## src/rtl/button_pkg.sv

```systemverilog
// Shared types and sizing helpers for the push-button front-end.
package button_pkg;

  // Per-channel debounce state. The debounced level is 1 in PRESSED and
  // RELEASE_WAIT, and 0 in RELEASED and PRESS_WAIT.
  typedef enum logic [1:0] {
    RELEASED     = 2'd0,
    PRESS_WAIT   = 2'd1,
    PRESSED      = 2'd2,
    RELEASE_WAIT = 2'd3
  } btn_state_e;

  // Bits needed to hold values 0..n (at least 1 bit).
  function automatic int cnt_width(input int n);
    return (n < 1) ? 1 : $clog2(n + 1);
  endfunction

  function automatic int max_int(input int a, input int b);
    return (a > b) ? a : b;
  endfunction

endpackage

```

## src/rtl/button_channel.sv

```systemverilog
// One button channel: 2-flop synchroniser, debounce FSM with agreement
// counter, registered press/release pulses and hold-to-repeat timer.
// Input p is already polarity-normalised (1 = pressed).
// Pulse outputs are single-cycle and registered; there is no handshake,
// a pulse is valid for exactly the one cycle it is high.
module button_channel
  import button_pkg::*;
#(
  parameter int DEBOUNCE_CYCLES = 16,
  parameter int HOLD_CYCLES     = 64,
  parameter int REPEAT_CYCLES   = 16
) (
  input  logic       Clk,
  input  logic       Reset,
  input  logic       p,
  input  logic       repeat_en,
  output logic       level,
  output logic       press_pulse,
  output logic       release_pulse,
  output logic       repeat_pulse,
  output btn_state_e state
);

  localparam int DW = cnt_width(DEBOUNCE_CYCLES);
  localparam int HW = cnt_width(max_int(HOLD_CYCLES, REPEAT_CYCLES));

  // Counter value whose increment would reach the target.
  localparam logic [DW-1:0] DEB_LAST  = DW'(DEBOUNCE_CYCLES - 1);
  localparam logic [HW-1:0] HOLD_LAST = HW'(HOLD_CYCLES - 1);
  localparam logic [HW-1:0] REP_LAST  = HW'(REPEAT_CYCLES - 1);

  logic          s1, s2;
  btn_state_e    state_next;
  logic [DW-1:0] deb_cnt, deb_next;
  logic          deb_done;
  logic          level_next, press_next, release_next;
  logic [HW-1:0] hold_cnt, hold_next, hold_target;
  logic          first_rep, first_next;
  logic          repeat_next;

  // Two-flop synchroniser for the asynchronous button input.
  always_ff @(posedge Clk or posedge Reset) begin
    if (Reset) begin
      s1 <= 1'b0;
      s2 <= 1'b0;
    end else begin
      s1 <= p;
      s2 <= s1;
    end
  end

  assign deb_done = (deb_cnt == DEB_LAST);

  // Debounce FSM next state: count consecutive disagreeing samples,
  // clear on any agreeing sample, commit the new level on completion.
  always_comb begin
    state_next   = state;
    deb_next     = '0;
    press_next   = 1'b0;
    release_next = 1'b0;
    case (state)
      RELEASED: begin
        if (s2) begin
          if (deb_done) begin
            state_next = PRESSED;
            press_next = 1'b1;
          end else begin
            state_next = PRESS_WAIT;
            deb_next   = deb_cnt + DW'(1);
          end
        end
      end
      PRESS_WAIT: begin
        if (!s2) begin
          state_next = RELEASED;
        end else if (deb_done) begin
          state_next = PRESSED;
          press_next = 1'b1;
        end else begin
          deb_next = deb_cnt + DW'(1);
        end
      end
      PRESSED: begin
        if (!s2) begin
          if (deb_done) begin
            state_next   = RELEASED;
            release_next = 1'b1;
          end else begin
            state_next = RELEASE_WAIT;
            deb_next   = deb_cnt + DW'(1);
          end
        end
      end
      RELEASE_WAIT: begin
        if (s2) begin
          state_next = PRESSED;
        end else if (deb_done) begin
          state_next   = RELEASED;
          release_next = 1'b1;
        end else begin
          deb_next = deb_cnt + DW'(1);
        end
      end
      default: state_next = RELEASED;
    endcase
    level_next = (state_next == PRESSED) || (state_next == RELEASE_WAIT);
  end

  // FSM, debounce counter and level/edge pulse registers.
  always_ff @(posedge Clk or posedge Reset) begin
    if (Reset) begin
      state         <= RELEASED;
      deb_cnt       <= '0;
      level         <= 1'b0;
      press_pulse   <= 1'b0;
      release_pulse <= 1'b0;
    end else begin
      state         <= state_next;
      deb_cnt       <= deb_next;
      level         <= level_next;
      press_pulse   <= press_next;
      release_pulse <= release_next;
    end
  end

  // Hold timer: runs only while pressed and enabled. The first interval
  // is HOLD_CYCLES, later ones REPEAT_CYCLES. Any gap (mask low or level
  // low) re-arms the long first interval. The edge that drops the level
  // clears the timer without firing, so repeat never meets release.
  always_comb begin
    hold_next   = '0;
    first_next  = 1'b1;
    repeat_next = 1'b0;
    hold_target = first_rep ? HOLD_LAST : REP_LAST;
    if (level && repeat_en && !release_next) begin
      if (hold_cnt == hold_target) begin
        repeat_next = 1'b1;
        first_next  = 1'b0;
      end else begin
        hold_next  = hold_cnt + HW'(1);
        first_next = first_rep;
      end
    end
  end

  // Hold timer and repeat pulse registers.
  always_ff @(posedge Clk or posedge Reset) begin
    if (Reset) begin
      hold_cnt     <= '0;
      first_rep    <= 1'b1;
      repeat_pulse <= 1'b0;
    end else begin
      hold_cnt     <= hold_next;
      first_rep    <= first_next;
      repeat_pulse <= repeat_next;
    end
  end

endmodule

```

## src/rtl/button_conditioner.sv

```systemverilog
// Multi-channel push-button conditioner: normalises polarity and runs an
// independent debounce/auto-repeat channel per button.
module button_conditioner
  import button_pkg::*;
#(
  parameter int NUM_BTN         = 2,
  parameter int ACTIVE_LOW      = 1,
  parameter int DEBOUNCE_CYCLES = 16,
  parameter int HOLD_CYCLES     = 64,
  parameter int REPEAT_CYCLES   = 16
) (
  input  logic                   Clk,
  input  logic                   Reset,
  input  logic [NUM_BTN-1:0]     btn_raw,
  input  logic [NUM_BTN-1:0]     repeat_mask,
  output logic [NUM_BTN-1:0]     btn_level,
  output logic [NUM_BTN-1:0]     btn_press,
  output logic [NUM_BTN-1:0]     btn_release,
  output logic [NUM_BTN-1:0]     btn_repeat,
  output logic [2*NUM_BTN-1:0]   state_dbg
);

  // Parameter legality, rejected at elaboration.
  if (NUM_BTN < 1) begin : g_bad_num
    $error("button_conditioner: NUM_BTN must be >= 1");
  end
  if (ACTIVE_LOW != 0 && ACTIVE_LOW != 1) begin : g_bad_pol
    $error("button_conditioner: ACTIVE_LOW must be 0 or 1");
  end
  if (DEBOUNCE_CYCLES < 1) begin : g_bad_deb
    $error("button_conditioner: DEBOUNCE_CYCLES must be >= 1");
  end
  if (HOLD_CYCLES < 1) begin : g_bad_hold
    $error("button_conditioner: HOLD_CYCLES must be >= 1");
  end
  if (REPEAT_CYCLES < 1) begin : g_bad_rep
    $error("button_conditioner: REPEAT_CYCLES must be >= 1");
  end

  localparam logic [NUM_BTN-1:0] POL_MASK = (ACTIVE_LOW != 0) ? '1 : '0;

  logic [NUM_BTN-1:0] p;

  // After this XOR a 1 always means pressed.
  assign p = btn_raw ^ POL_MASK;

  for (genvar i = 0; i < NUM_BTN; i++) begin : g_chan
    btn_state_e ch_state;

    button_channel #(
      .DEBOUNCE_CYCLES (DEBOUNCE_CYCLES),
      .HOLD_CYCLES     (HOLD_CYCLES),
      .REPEAT_CYCLES   (REPEAT_CYCLES)
    ) u_chan (
      .Clk           (Clk),
      .Reset         (Reset),
      .p             (p[i]),
      .repeat_en     (repeat_mask[i]),
      .level         (btn_level[i]),
      .press_pulse   (btn_press[i]),
      .release_pulse (btn_release[i]),
      .repeat_pulse  (btn_repeat[i]),
      .state         (ch_state)
    );

    assign state_dbg[2*i +: 2] = ch_state;
  end

endmodule

```

## config.mk

```make
export PLATFORM = sky130hd
export DESIGN_NAME = button_conditioner
export DESIGN_NICKNAME = d
export VERILOG_FILES = /design/src/rtl/button_pkg.sv /design/src/rtl/button_channel.sv /design/src/rtl/button_conditioner.sv
export SDC_FILE = /design/constraint.sdc
export NUM_CORES = 1
export LEC_CHECK = 0
export BUFFER_PORTS_ARGS = -buffer_cell sky130_fd_sc_hd__buf_2
export CORE_MARGIN = 8
export CORE_UTILIZATION = 55
export CTS_BUF_LIST = sky130_fd_sc_hd__clkbuf_4 sky130_fd_sc_hd__clkbuf_8
export DETAILED_ROUTE_END_ITERATION = 16
export PLACE_DENSITY = 0.85
export SYNTH_ARGS = -nofsm -noshare
export SYNTH_HDL_FRONTEND = slang
export SYNTH_SLANG_ARGS = --single-unit
```

## constraint.sdc

```tcl
create_clock -name Clk -period 3.32 [get_ports Clk]
set_input_delay 0.664 -clock Clk [delete_from_list [all_inputs] [get_ports Clk]]
set_output_delay 0.664 -clock Clk [all_outputs]
set_load 0.02 [all_outputs]
```

Yosys cells after proc, flatten, opt, wreduce, memory -nomap -nowiden
Cells that the tools add are included.
Storage, ports and cells
  bits in registers: 42
  bits in latches: 0
  RAM bits: 0
  memory bits (read-only): 0
  input port bits: 6
  output and inout port bits: 12
  logic and storage cells: 105
  memories kept: 0
Operators by class
  $add $sub $neg: 4
  $mul: 0
  div/mod/pow operators: 0
  order comparisons: 0
  equal/unequal tests: 16
  shift-type cells: 0
  multiplexer cells: 50
  bitwise gates (word level): 1
  reductions and logical operators: 14
Operators by type and width (count)
  $mux W2: 16
  $mux W5: 6
  $mux W7: 4
  $pmux W5 S2: 2
  $mux W1: 18
  $eq A2 B2 Y1 const B: 8
  $pmux W2 S4: 2
  $add A7 B1 Y7 const B: 2
  $eq A7 B7 Y1: 2
  $mux W6: 2
  $add A5 B1 Y5 const B: 2
  $eq A5 B4 Y1 const B: 2
  $reduce_or A2 Y1: 4
  $eq A2 B1 Y1 const B: 2
  $logic_and A1 B1 Y1: 4
  $logic_not A2 Y1: 2
  $ne A2 B2 Y1 const B: 2
  $logic_not A1 Y1: 2
  $logic_or A1 B1 Y1: 2
  $not A2 Y2: 1

Longest topological paths before layout
Gate-level depths: netlist (run 1).
  word-level depth: 7
  mapped depth: 4

Modules after synthesis
From an unflattened synthesis (run 1), not the netlist that was laid out.
Unflattened totals
  cell total of the unflattened synthesis: 134
  area total of the unflattened synthesis: 1674.1 um^2
Modules (own cells, without submodules)
  button_channel: times used 2, cells an instance 66, area each 833.3 um^2
  button_conditioner: times used 1, cells an instance 2, area each 7.5 um^2

Worst setup path after synthesis (run 1)
Ideal clock, no wire load.
  path kind: reg2reg
  start point: reg g_chan[0].u_chan.deb_cnt[0]
  end point: reg g_chan[0].u_chan.hold_cnt[3]
  library setup time: 0.135 ns
  data arrival time: 1.224 ns
  slack: 1.961 ns
  stages on the path, launching flop included: 5
  period minus slack after synthesis: 1.359 ns
  cells stage by stage: dfrtp_1 > ha_1 > nand4b_1 > o211ai_2 > nor3_1
Between the ends
  longest elaborated chain between the ends: 7
RTL lines
  from (decl): line button_channel.sv:34  | logic [DW-1:0] deb_cnt, deb_next;
  from (signal assigned): line button_channel.sv:119  | deb_cnt <= deb_next;
  $eq A5 B4 Y1: line button_channel.sv:52  | assign deb_done = (deb_cnt == DEB_LAST);
  $mux W1: line button_channel.sv:85, button_channel.sv:97
  $mux W1: line button_channel.sv:95  | if (s2) begin
  $mux W1
  $logic_not A1 Y1: line button_channel.sv:135  | if (level && repeat_en && !release_next) begin
  $logic_and A1 B1 Y1: line button_channel.sv:135
  $mux W7: line button_channel.sv:135
  named net g_chan[0].u_chan.hold_next[3]: line button_channel.sv:37  | logic [HW-1:0] hold_cnt, hold_next, hold_target;
  to (signal assigned): line button_channel.sv:153  | hold_cnt <= hold_next;
  to (decl): line button_channel.sv:37
The timed path passes the listed nets, and every way through them passes these cells.
A chain may end at the register's enable or synchronous reset.

Final worst setup path (run 1)
  start point: reg g_chan[0].u_chan.deb_cnt[0]
  end point: reg g_chan[0].u_chan.hold_cnt[6]
Same word-level chain as after synthesis.

==> metrics.md, run 1 <==
| Metric | Value |
|---|---|
| Post-Layout Inst Area | approximately 1900 um^2 |
| Vias/cell | 5.450 |
| IR Drop Worst-Case VDD | 275.6 uV |
| Worst-margin pin slew | a little over 0.8 ns |
| Multi-input logic area | roughly 640 um^2 |
| Placer Congestion | 0.7801 |
| Setup repair after global routing missed its margin | false |
| EDFF count, synth | 0 |
| Total CTS buffers | 5 |
| Post-synthesis sequential element count | 42 |
| Height of the die | 72.78 um |
| Area of the die | 5296 um^2 |
| Chip Width | just over 70 um |
| Area growth from synthesis to layout | 9.316% |
| Achievable frequency | 0.5961 GHz |
| Post-route DRC violation count | 0 |
| Final hold violation count | 0 |
| Effective utilization at floorplan | 0.5807 |
| Cell class contributing the biggest share of worst-path delay | compound AO/OA/AOI/OAI gates |
| Syn_area_per_cell | 11.90 um^2 |
| Max-slew violation count | 0 |
| Dpl ws | 1.600 ns |
| Synth cell types | 29 |
| Required time of the critical path | roughly 3.5 ns |
| Average wire per cell in the routed design | roughly 15 um |
| Final wirelength | between 3 and 4 mm |
| Startpoint Class | flop |
| Share of cells above drive strength 1 | 0.2395 |
| List of cells traversed by the critical path | ha_1 -> nand4b_1 -> o211ai_2 -> a21oi_1 |
| Share of the synthesized area in the top cell type | 0.5646 |
| Share of synthesized registers carrying an async set or reset | 1.000 |
| Final critical delay including setup and external delays | between 1.5 and 2 ns |
| Number of buffers inserted to repair setup after CTS | 0 |
| Arr. time, crit path | between 1.5 and 2 ns |
| Worst setup margin | around 1.6 ns |
| Largest net degree at the start of global routing | 23 |
| Worst min path class | flop to flop |
| Max Used Layer | met4 |
| Sink count of the clock tree | 42 |
| Placed standard-cell area | approximately 1900 um^2 |
| Global-route wire length before repair | between 5 and 6 mm |
| TritonRoute pass-1 iters | 4 |
| Post-CTS Resized | 0 |
| Floorplan Core Area | between 3000 and 4000 um^2 |
| Standard-cell row count | 20 |
| Post-synthesis sequential area ratio | 0.5942 |
| Number of antenna-violating nets in the routed design | 0 |
| Quantity of I/O buffers inserted on ports | 17 |
| Vias in the first global route | between 1k and 1.5k |
| Post-synthesis net count | between 150 and 200 |
| Flip-flop cell with the highest count after synthesis | sky130_fd_sc_hd__dfrtp_1 |
| Total Negative Setup Slacks | 0 ns |
| Post-layout utilization of the core | 0.6348 |
| Critical path buffer and inverter count | 0 |
| Number of diodes | 0 |
| FF/Latch Area | 1054 um^2 |
| Number of antenna violations at the first check in global routing | 0 |
| Via count | ~1.2k |
| Summed instance area of the synthesized netlist | around 1800 um^2 |
| Category of the worst setup path capture point | flop |
| Most common library cell in the layout ignoring fill and taps | sky130_fd_sc_hd__dfrtp_1 |
| Top-Level Pins | 18 |
| Power density normalized to cell area | about 450 nW/um^2 |
| Clk Latency, worst-skew pair | 0.36 ns |
| Total length of routed met3 wires | 160 um |
| Post-CTS Hold Fix Bufs | 0 |
| Synthesized netlist cell count | 149 |
| Overall overflow remaining after global route | 0 |
| Most area-hungry cell type in the Yosys netlist | sky130_fd_sc_hd__dfrtp_1 |
| Slowest-stage cell, CP | sky130_fd_sc_hd__o211ai_2 |
| Worst path max stage delay | approximately 0.49 ns |
| H-tree lvl count | 2 |
| Final clock period utilization by the worst path | 0.5053 |
| Nets@finish | 176 |
| Max Root-Sink Buffers | 2 |
| Commonest cells after routing, fill and taps aside | sky130_fd_sc_hd__dfrtp_1 (40), sky130_fd_sc_hd__buf_2 (17), sky130_fd_sc_hd__nand2_1 (10), sky130_fd_sc_hd__nor2_1 (10), sky130_fd_sc_hd__nand3_1 (10) |
| Aggregate global-route resource usage | 0.1249 |
| Setup-violating endpoint count in the final report | 0 |
| Result of the run | complete, no violations |
| Setup CP Type | flop to flop |
| Max-cap check violation count | 0 |
| Final HPWL from detailed placement | 2.277 mm |
| Number of warnings issued by yosys | 0 |
| Filler cell count | 253 |
| Setup skew after layout | 0.01818 ns |
| Detailed router's first-iteration violation count | 75 |
| Relative slew margins | 0.4523 |
| Metal1 wirelength | approximately 1.3 mm |
| Clk slew on worst S/H paths | approximately 0.11 ns |
| CTS tree | built |
| Largest driver fanout on the critical path | 9 |
| Dominant cells by area after synthesis | sky130_fd_sc_hd__dfrtp_1 (56%), sky130_fd_sc_hd__xor2_1 (4.0%), sky130_fd_sc_hd__buf_4 (3.4%), sky130_fd_sc_hd__dfstp_2 (3.0%), sky130_fd_sc_hd__ha_1 (2.8%) |
| Lkg Pwr | 0.9158 nW |
| Library cell used as clock root buffer | sky130_fd_sc_hd__clkbuf_4 |
| Wire length on met2 | 1.561 mm |
routing by layer:
layer | vias up | global-route usage
li1 | 548 | -
met1 | 572 | 0.1401
met2 | 25 | 0.2018
met3 | 5 | 0.04258
met4 | 0 | 0.07111
met5 | - | 0
layout make-up:
type	instances	share of cell area
Clock buffer	5	0.01937
Tap cell	44	0.02841
Multi-Input combinational cell	94	0.3305
Inverter	5	0.009684
Sequential cell	42	0.5436
Clock inverter	3	0.02066
Timing Repair Buffer	18	0.04777
stage by stage:
stage	power (mW)	hold slack, ns	instances
floorplan	0.5567	0.3312	149
global placement	0.5661	0.3384	203
detailed placement	0.5695	0.3417	203
CTS	0.8894	0.3696	211
global route	0.9146	0.3731	211
finish	0.8788	0.3658	211
flip-flops by register name (all words and copies together), names as in the netlist:
name	flops
g_chan.u_chan.state	4
g_chan.u_chan.s1	2
g_chan.u_chan.deb_cnt	10
g_chan.u_chan.first_rep	2
g_chan.u_chan.hold_cnt	14
g_chan.u_chan.level	2
g_chan.u_chan.repeat_pulse	2
g_chan.u_chan.press_pulse	2
g_chan.u_chan.release_pulse	2
g_chan.u_chan.s2	2
power breakdown:
part           leakage [nW]  total, mW  internal (mW)  switching (mW)
sequential            0.561      0.528          0.521         0.00725
clock                0.0450      0.320          0.156           0.164
combinational         0.310     0.0301         0.0105          0.0196
total                 0.916      0.879          0.688           0.191
Yosys cell counts, drive strengths merged (4+ instances only):
master / count
dfrtp: 40
nand2: 10
nand3: 10
nor2: 10
buf: 8
xor2: 8
nor3: 6
or3: 6
inv: 5
a211oi: 4
a21oi: 4
ha: 4
mux2: 4
nor3b: 4
o21ai: 4
cell families (layout without fill, tap and decap cells):
family,after synthesis,after routing,synth area share
AND/OR/NAND/NOR,56,56,0.1736
multiplexers,4,4,0.02540
AO/OA/AOI/OAI,20,20,0.08468
buffers and inverters,13,31,0.04446
flip-flops,42,42,0.5942
adder cells (fa/ha/maj),4,4,0.02823
XOR/XNOR,10,10,0.04940
path summary, 6_finish.rpt:
kind | start | to | slack [ns] | cells after the start
setup / recovery | g_chan[0].u_chan.deb_cnt[0] | g_chan[0].u_chan.hold_cnt[6] | 1.64 | 4
hold / removal | g_chan[1].u_chan.s1 | g_chan[1].u_chan.s2 | 0.37 | 0
setup reg to reg | g_chan[0].u_chan.deb_cnt[0] | g_chan[0].u_chan.hold_cnt[6] | 1.64 | 4
hold reg to reg | g_chan[1].u_chan.s1 | g_chan[1].u_chan.s2 | 0.37 | 0
max in group asynchronous | Reset | g_chan[1].u_chan.first_rep | 2.06 | 3
min in group asynchronous | Reset | g_chan[0].u_chan.hold_cnt[4] | 0.44 | 2
Note: power is estimated with default switching activity, not from simulation.
==> run 2, diff against run 1 <==
==> constraint.sdc (replaced) <==
create_clock -name Clk -period 1.66 [get_ports Clk]
set_input_delay 0.332 -clock Clk [delete_from_list [all_inputs] [get_ports Clk]]
set_output_delay 0.332 -clock Clk [all_outputs]
set_load 0.02 [all_outputs]
==> run 2 against run 1 <==
Utilization is 2.6 points higher; critical endpoint is now g_chan[1].u_chan.level; setup slack worse by 1.5 ns; count of clock-buffer cells in the layout is 1 higher.
==> metrics.md, run 2 (synthesized netlist as in run 1, its figures left out) <==
| Metric | Value |
|---|---|
| Effective utilization at floorplan | 0.5807 (unchanged) |
| Achievable frequency | 0.6412 GHz (+7.6%) |
| Most common library cell in the layout ignoring fill and taps | sky130_fd_sc_hd__dfrtp_1 |
| Detailed router's first-iteration violation count | 73 (-2.7%) |
| H-tree lvl count | 2 (unchanged) |
| Slowest-stage cell, CP | sky130_fd_sc_hd__dfrtp_1 |
| Power density normalized to cell area | 961.4 nW/um^2 (+110%) |
| Final Instance Count excl. Fillers | 214 (+1.4%) |
| Top register by number of flip-flops | g_chan.u_chan.hold_cnt |
| Total design power | 1.939 mW (+120%) |
| Critical path buffer and inverter count | 1 (+1) |
| Floorplan Core Area | 3053 um^2 (unchanged) |
| Setup skew after layout | 0.01212 ns (-0.006056 ns) |
| Sink count of the clock tree | 42 (unchanged) |
| Total Negative Setup Slacks | 0 ns (unchanged) |
| Post-CTS Hold Fix Bufs | 0 (unchanged) |
| Max reg flops | 14 (unchanged) |
| Global-route wire length before repair | 5.568 mm (+11%) |
| Final critical delay including setup and external delays | 1.560 ns (-0.1180 ns) |
| Nets@finish | 179 (+1.7%) |
| Worst-margin pin slew | 0.5067 ns (-0.3140 ns) |
| Placer Congestion | 0.7553 (-3.2%) |
| Number of antenna violations at the first check in global routing | 0 (unchanged) |
| Setup-violating endpoint count in the final report | 0 (unchanged) |
| Result of the run | complete, no violations |
| Largest net degree at the start of global routing | 43 (+87%) |
| Area growth from synthesis to layout | 13.76% |
| Final wirelength | 3.335 mm (+7.2%) |
| Largest driver fanout on the critical path | 6 (-3) |
| Vias in the first global route | 1283 (+15%) |
| Category of the worst setup path capture point | flop |
| Launching element of the worst setup path | g_chan[1].u_chan.deb_cnt[0] |
| Required time of the critical path | 1.89 ns (-1.65 ns) |
| Via count | 1181 (+2.7%) |
| P_int | 1.573 mW (+130%) |
| Aggregate global-route resource usage | 0.1346 (+0.009732) |
| Chip Width | 72.78 um (unchanged) |
| Max Root-Sink Buffers | 2 (unchanged) |
| CTS tree | built |
| Switching power as a share of total power | 0.1886 (-0.02891) |
| Clk Latency, worst-skew pair | 0.34 ns (-0.02 ns) |
| Critical register-to-register path startpoint | g_chan[1].u_chan.deb_cnt[0] |
| Commonest cells after routing, fill and taps aside | sky130_fd_sc_hd__dfrtp_1 (40), sky130_fd_sc_hd__buf_2 (17), sky130_fd_sc_hd__nand2_1 (10), sky130_fd_sc_hd__nor2_1 (10), sky130_fd_sc_hd__nand3_1 (10) |
| Worst min path class | primary input to async pin |
| Cell class contributing the biggest share of worst-path delay | flip-flops |
| Standard-cell row count | 20 (unchanged) |
| Startpoint Class | flop |
| Height of the die | 72.78 um (unchanged) |
| Share of total power in the clock network | 0.423 (+0.059) |
| Number of antenna-violating nets in the routed design | 0 (unchanged) |
| Average wire per cell in the routed design | 15.58 um (+5.7%) |
| Top-Level Pins | 18 (unchanged) |
| Setup repair after global routing missed its margin | false |
| Clk slew on worst S/H paths | 0.12 ns (about the same) |
| Final HPWL from detailed placement | 2.172 mm (-4.6%) |
| Vias/cell | 5.519 (+1.3%) |
| Quantity of I/O buffers inserted on ports | 17 (unchanged) |
| Max-cap check violation count | 0 (unchanged) |
| Number of diodes | 0 (unchanged) |
| IR Drop Worst-Case VDD | 551.3 uV (+100%) |
| List of cells traversed by the critical path | ha_1 -> nand4b_1 -> buf_4 -> mux2_2 |
| Setup CP Type | flop to flop |
| Lkg Pwr | 0.9350 nW (+2.1%) |
| Gate power share | 0.032 (-0.002) |
| Library cell used as clock root buffer | sky130_fd_sc_hd__clkbuf_4 |
| TritonRoute pass-1 iters | 4 (unchanged) |
| Total CTS buffers | 5 (unchanged) |
| Arr. time, crit path | 1.79 ns (-0.11 ns) |
| Final hold violation count | 0 (unchanged) |
| Post-route DRC violation count | 0 (unchanged) |
| Relative slew margins | 0.6622 (+0.2100) |
| Max-slew violation count | 0 (unchanged) |
| Overall overflow remaining after global route | 0 (unchanged) |
| # placed instances | 204 (+0.49%) |
| Final worst hold slack | 0.09154 ns (-0.2743 ns) |
| Area of the die | 5296 um^2 (unchanged) |
| Switching component of the power | 365.7 uW (+91%) |
| Share of cells above drive strength 1 | 0.2529 (+0.01342) |
| Largest registers | g_chan.u_chan.hold_cnt: 14 flops, g_chan.u_chan.deb_cnt: 10 flops, g_chan.u_chan.state: 4 flops |
| Worst path max stage delay | 0.39 ns (-0.10 ns) |
| Flop pwr share | 0.545 (-0.056) |
| Final clock period utilization by the worst path | 0.9395 (+0.4342) |
run 2: layer usage:
| layer | part of all wire | up-vias | GRT usage |
|---|---|---|---|
| met5 | 0 | - | 0 |
| met4 | 0.022 | 0 | 0.07556 |
| met3 | 0.055 | 9 | 0.04396 |
| met2 | 0.53 | 32 | 0.2296 |
| met1 | 0.40 | 577 | 0.1424 |
| li1 | - | 563 | - |
run 2: final timing paths:
kind / end / slack [ns] / cells after the start
max: g_chan[1].u_chan.level / 0.10 / 4
max in group asynchronous: g_chan[0].u_chan.first_rep / 1.20 / 3
min reg2reg: g_chan[0].u_chan.s2 / 0.36 / 0
max reg2reg: g_chan[1].u_chan.level / 0.10 / 4
min in group Clk: g_chan[0].u_chan.s1 / 0.12 / 2
min: g_chan[1].u_chan.repeat_pulse / 0.09 / 3
run 2: timing repair:
item,4_1_cts,5_1_grt
gates resized for setup,0,2
setup endpoints to repair,0,14
buffers inserted,0,1
run 2: final cells by class:
class	instances	area [um^2]
Sequential cell	42	1054
Fill cell	238	1036
Multi-Input combinational cell	95	670.6
Timing Repair Buffer	20	107.6
Clock inverter	2	60.06
Tap cell	44	55.05
Clock buffer	6	51.30
Inverter	5	18.77
run 2: power groups by stage:
stage               clock network, mW  registers (mW)  logic [mW]
floorplan                           0            1.08      0.0373
global placement                    0            1.07      0.0590
detailed placement                  0            1.08      0.0628
CTS                             0.836            1.06      0.0630
global route                    0.884            1.06      0.0734
finish                          0.820            1.06      0.0625
run 2: worst min-delay path, delay by kind of cell:
family | cells | cell delay, ns
buffers and inverters | 3 | 0.56
run 2: stage by stage:
stage                 util  setup WS, ns  area, um^2
floorplan                -        0.3008        1773
global placement    0.6119        0.1816        1868
detailed placement  0.6119       0.09234        1868
CTS                 0.6484       0.07472        1979
global route        0.6607     0.0004576        2017
finish              0.6607        0.1005        2017
==> run 3, diff against run 2 <==
--- a/config.mk
+++ b/config.mk
@@ -7,10 +7,11 @@
 export LEC_CHECK = 0
 export BUFFER_PORTS_ARGS = -buffer_cell sky130_fd_sc_hd__buf_2
 export CORE_MARGIN = 8
-export CORE_UTILIZATION = 55
+export CORE_UTILIZATION = 45
 export CTS_BUF_LIST = sky130_fd_sc_hd__clkbuf_4 sky130_fd_sc_hd__clkbuf_8
 export DETAILED_ROUTE_END_ITERATION = 16
-export PLACE_DENSITY = 0.85
+export PLACE_DENSITY = 0.74
 export SYNTH_ARGS = -nofsm -noshare
 export SYNTH_HDL_FRONTEND = slang
 export SYNTH_SLANG_ARGS = --single-unit
+export TNS_END_PERCENT = 50
==> run 3 against run 2 <==
Combinational power shrank 1%; fmax increased by 1.3%; non-clock buffer count fell by 1; register-to-register slack better by 0.02 ns; largest power group unchanged; sequential share of layout area increased by 0.36 points; total power decreased by 4.3%; critical endpoint is now g_chan[1].u_chan.state[1]; critical path type unchanged; largest cell class unchanged; first-iteration DRC count is 2.7% higher; via count fell by 3.9%.
==> metrics.md, run 3 (synthesized netlist as in run 1, its figures left out) <==
| Metric | Value |
|---|---|
| Post-route DRC violation count | 0 (unchanged) |
| Global-route wire length before repair | 5.195 mm (-6.7%) |
| CTS tree | built |
| Result of the run | complete, no violations |
| Largest net degree at the start of global routing | 43 (unchanged) |
| Area of the die | 6205 um^2 (+17%) |
| Via count | 1135 (-3.9%) |
| Arr. time, crit path | 1.72 ns (-0.07 ns) |
| Max Root-Sink Buffers | 2 (unchanged) |
| Post-CTS Resized | 0 (unchanged) |
| Chip Width | 78.77 um (+8.2%) |
| Startpoint Class | flop |
| Final hold violation count | 0 (unchanged) |
| TritonRoute pass-1 iters | 4 (unchanged) |
| Final clock period utilization by the worst path | 0.9274 (-0.01206) |
| Category of the worst setup path capture point | flop |
| Clk slew on worst S/H paths | 0.07 ns (-0.05 ns) |
| IR Drop Worst-Case VDD | 555.2 uV (+0.71%) |
| Placed standard-cell area | 1876 um^2 (+0.40%) |
| Cell count of the worst reg-to-reg path | 4 (unchanged) |
| Vias in the first global route | 1181 (-8.0%) |
| Aggregate global-route resource usage | 0.1056 (-0.02898) |
| Most common library cell in the layout ignoring fill and taps | sky130_fd_sc_hd__dfrtp_1 |
| Required time of the critical path | 1.84 ns (-0.05 ns) |
| Multi-input logic area | 658.1 um^2 (-1.9%) |
| Top register by number of flip-flops | g_chan.u_chan.hold_cnt |
| Final critical delay including setup and external delays | 1.540 ns (-0.02002 ns) |
| Achievable frequency | 0.6496 GHz (+1.3%) |
| FF/Latch Area | 1054 um^2 (unchanged) |
| Setup CP Type | flop to flop |
| Number of buffers inserted to repair setup after CTS | 0 (unchanged) |
| Total Negative Setup Slacks | 0 ns (unchanged) |
| Vias/cell | 5.206 (-5.7%) |
| Nets@finish | 177 (-1.1%) |
| Final wirelength | 2.991 mm (-10%) |
| Library cell used as clock root buffer | sky130_fd_sc_hd__clkbuf_8 |
| Worst setup margin | 0.1205 ns (+0.02003 ns) |
| Area growth from synthesis to layout | 12.99% |
| Largest driver fanout on the critical path | 6 (unchanged) |
| Register-to-register setup slack | 0.12 ns (+0.02 ns) |
| Commonest cells after routing, fill and taps aside | sky130_fd_sc_hd__dfrtp_1 (40), sky130_fd_sc_hd__buf_2 (17), sky130_fd_sc_hd__nand2_1 (10), sky130_fd_sc_hd__nor2_1 (10), sky130_fd_sc_hd__nand3_1 (10) |
| Number of antenna violations at the first check in global routing | 0 (unchanged) |
| Power density normalized to cell area | 926.0 nW/um^2 (-3.7%) |
| Largest registers | g_chan.u_chan.hold_cnt: 14 flops, g_chan.u_chan.deb_cnt: 10 flops, g_chan.u_chan.state: 4 flops |
| # placed instances | 210 (+2.9%) |
| Top-Level Pins | 18 (unchanged) |
| Share of cells above drive strength 1 | 0.2440 (-0.008894) |
| Number of antenna-violating nets in the routed design | 0 (unchanged) |
| Setup repair after global routing missed its margin | false |
| Post-Layout Inst Area | 2003 um^2 (-0.68%) |
| Setup skew after layout | 0.005525 ns (-0.006599 ns) |
| Overall overflow remaining after global route | 0 (unchanged) |
| Relative slew margins | 0.6609 (-0.001360) |
| H-tree lvl count | 2 (unchanged) |
| Height of the die | 78.77 um (+8.2%) |
| Clk Latency, worst-skew pair | 0.29 ns (-0.05 ns) |
| Final Instance Count excl. Fillers | 218 (+1.9%) |
| Total CTS buffers | 5 (unchanged) |
| Max-slew violation count | 0 (unchanged) |
| Placer Congestion | 0.7187 (-4.8%) |
| Post-CTS Hold Fix Bufs | 0 (unchanged) |
| Max-cap check violation count | 0 (unchanged) |
| Worst-margin pin slew | 0.5087 ns (+0.002039 ns) |
| Average wire per cell in the routed design | 13.72 um (-12%) |
| Post-layout utilization of the core | 0.5156 (-0.1450) |
| Lkg Pwr | 0.9245 nW (-1.1%) |
| Floorplan Core Area | 3885 um^2 (+27%) |
| Dpl ws | 0.08007 ns (-0.01227 ns) |
| Filler cell count | 339 (+42%) |
| Standard-cell row count | 23 (+15%) |
| Quantity of I/O buffers inserted on ports | 17 (unchanged) |
| Sink count of the clock tree | 42 (unchanged) |
| Setup-violating endpoint count in the final report | 0 (unchanged) |
| Final HPWL from detailed placement | 2.207 mm (+1.6%) |
| Number of diodes | 0 (unchanged) |
| Max reg flops | 14 (unchanged) |
| Effective utilization at floorplan | 0.4564 (-0.1244) |
| Worst min path class | primary input to async pin |
| Detailed router's first-iteration violation count | 75 (+2.7%) |
==> run 3: power breakdown <==
group / switching, mW / leakage, nW / total, mW / internal [mW]
sequential: 0.0144 / 0.561 / 1.06 / 1.04
clock: 0.317 / 0.0575 / 0.737 / 0.419
combinational: 0.0408 / 0.306 / 0.0617 / 0.0210
==> run 3: critical path: stages, from the launching register on <==
cell and delay, ns:
sky130_fd_sc_hd__dfrtp_1 0.40, sky130_fd_sc_hd__ha_1 0.25, sky130_fd_sc_hd__nand4b_1 0.28, sky130_fd_sc_hd__buf_4 0.18, sky130_fd_sc_hd__mux2_2 0.32
==> run 3: through the flow <==
| step | hold WS, ns | power (mW) |
|---|---|---|
| 2_1_floorplan | 0.3312 | 1.113 |
| 6_report | 0.1644 | 1.855 |
| 4_1_cts | 0.1689 | 1.888 |
| 3_5_place_dp | 0.3379 | 1.140 |
| 5_1_grt | 0.1647 | 1.947 |
| 3_3_place_gp | 0.3409 | 1.135 |
==> run 3: worst paths after layout <==
kind,startpoint,endpoint
worst min register to register,g_chan[0].u_chan.s1,g_chan[0].u_chan.s2
min in group Clk,btn_raw[0],g_chan[0].u_chan.s1
worst max-delay path,g_chan[1].u_chan.deb_cnt[0],g_chan[1].u_chan.state[1]
worst min-delay path,Reset,g_chan[1].u_chan.release_pulse
worst max register to register,g_chan[1].u_chan.deb_cnt[0],g_chan[1].u_chan.state[1]
max in group asynchronous,Reset,g_chan[0].u_chan.first_rep
==> run 3: metal layers <==
metal / track usage / up-vias / part of all wire
li1: - / 557 / -
met1: 0.1152 / 550 / 0.45
met2: 0.1773 / 26 / 0.49
met3: 0.04176 / 2 / 0.045
met4: 0.04815 / 0 / 0.0077
met5: 0 / - / 0
==> run 3: layout make-up <==
class,count,area share
clock buffer,8,0.05497
inverter,5,0.009369
multi-input combinational,94,0.3285
sequential,42,0.5259
tap,50,0.03123
timing repair buffer,19,0.04997
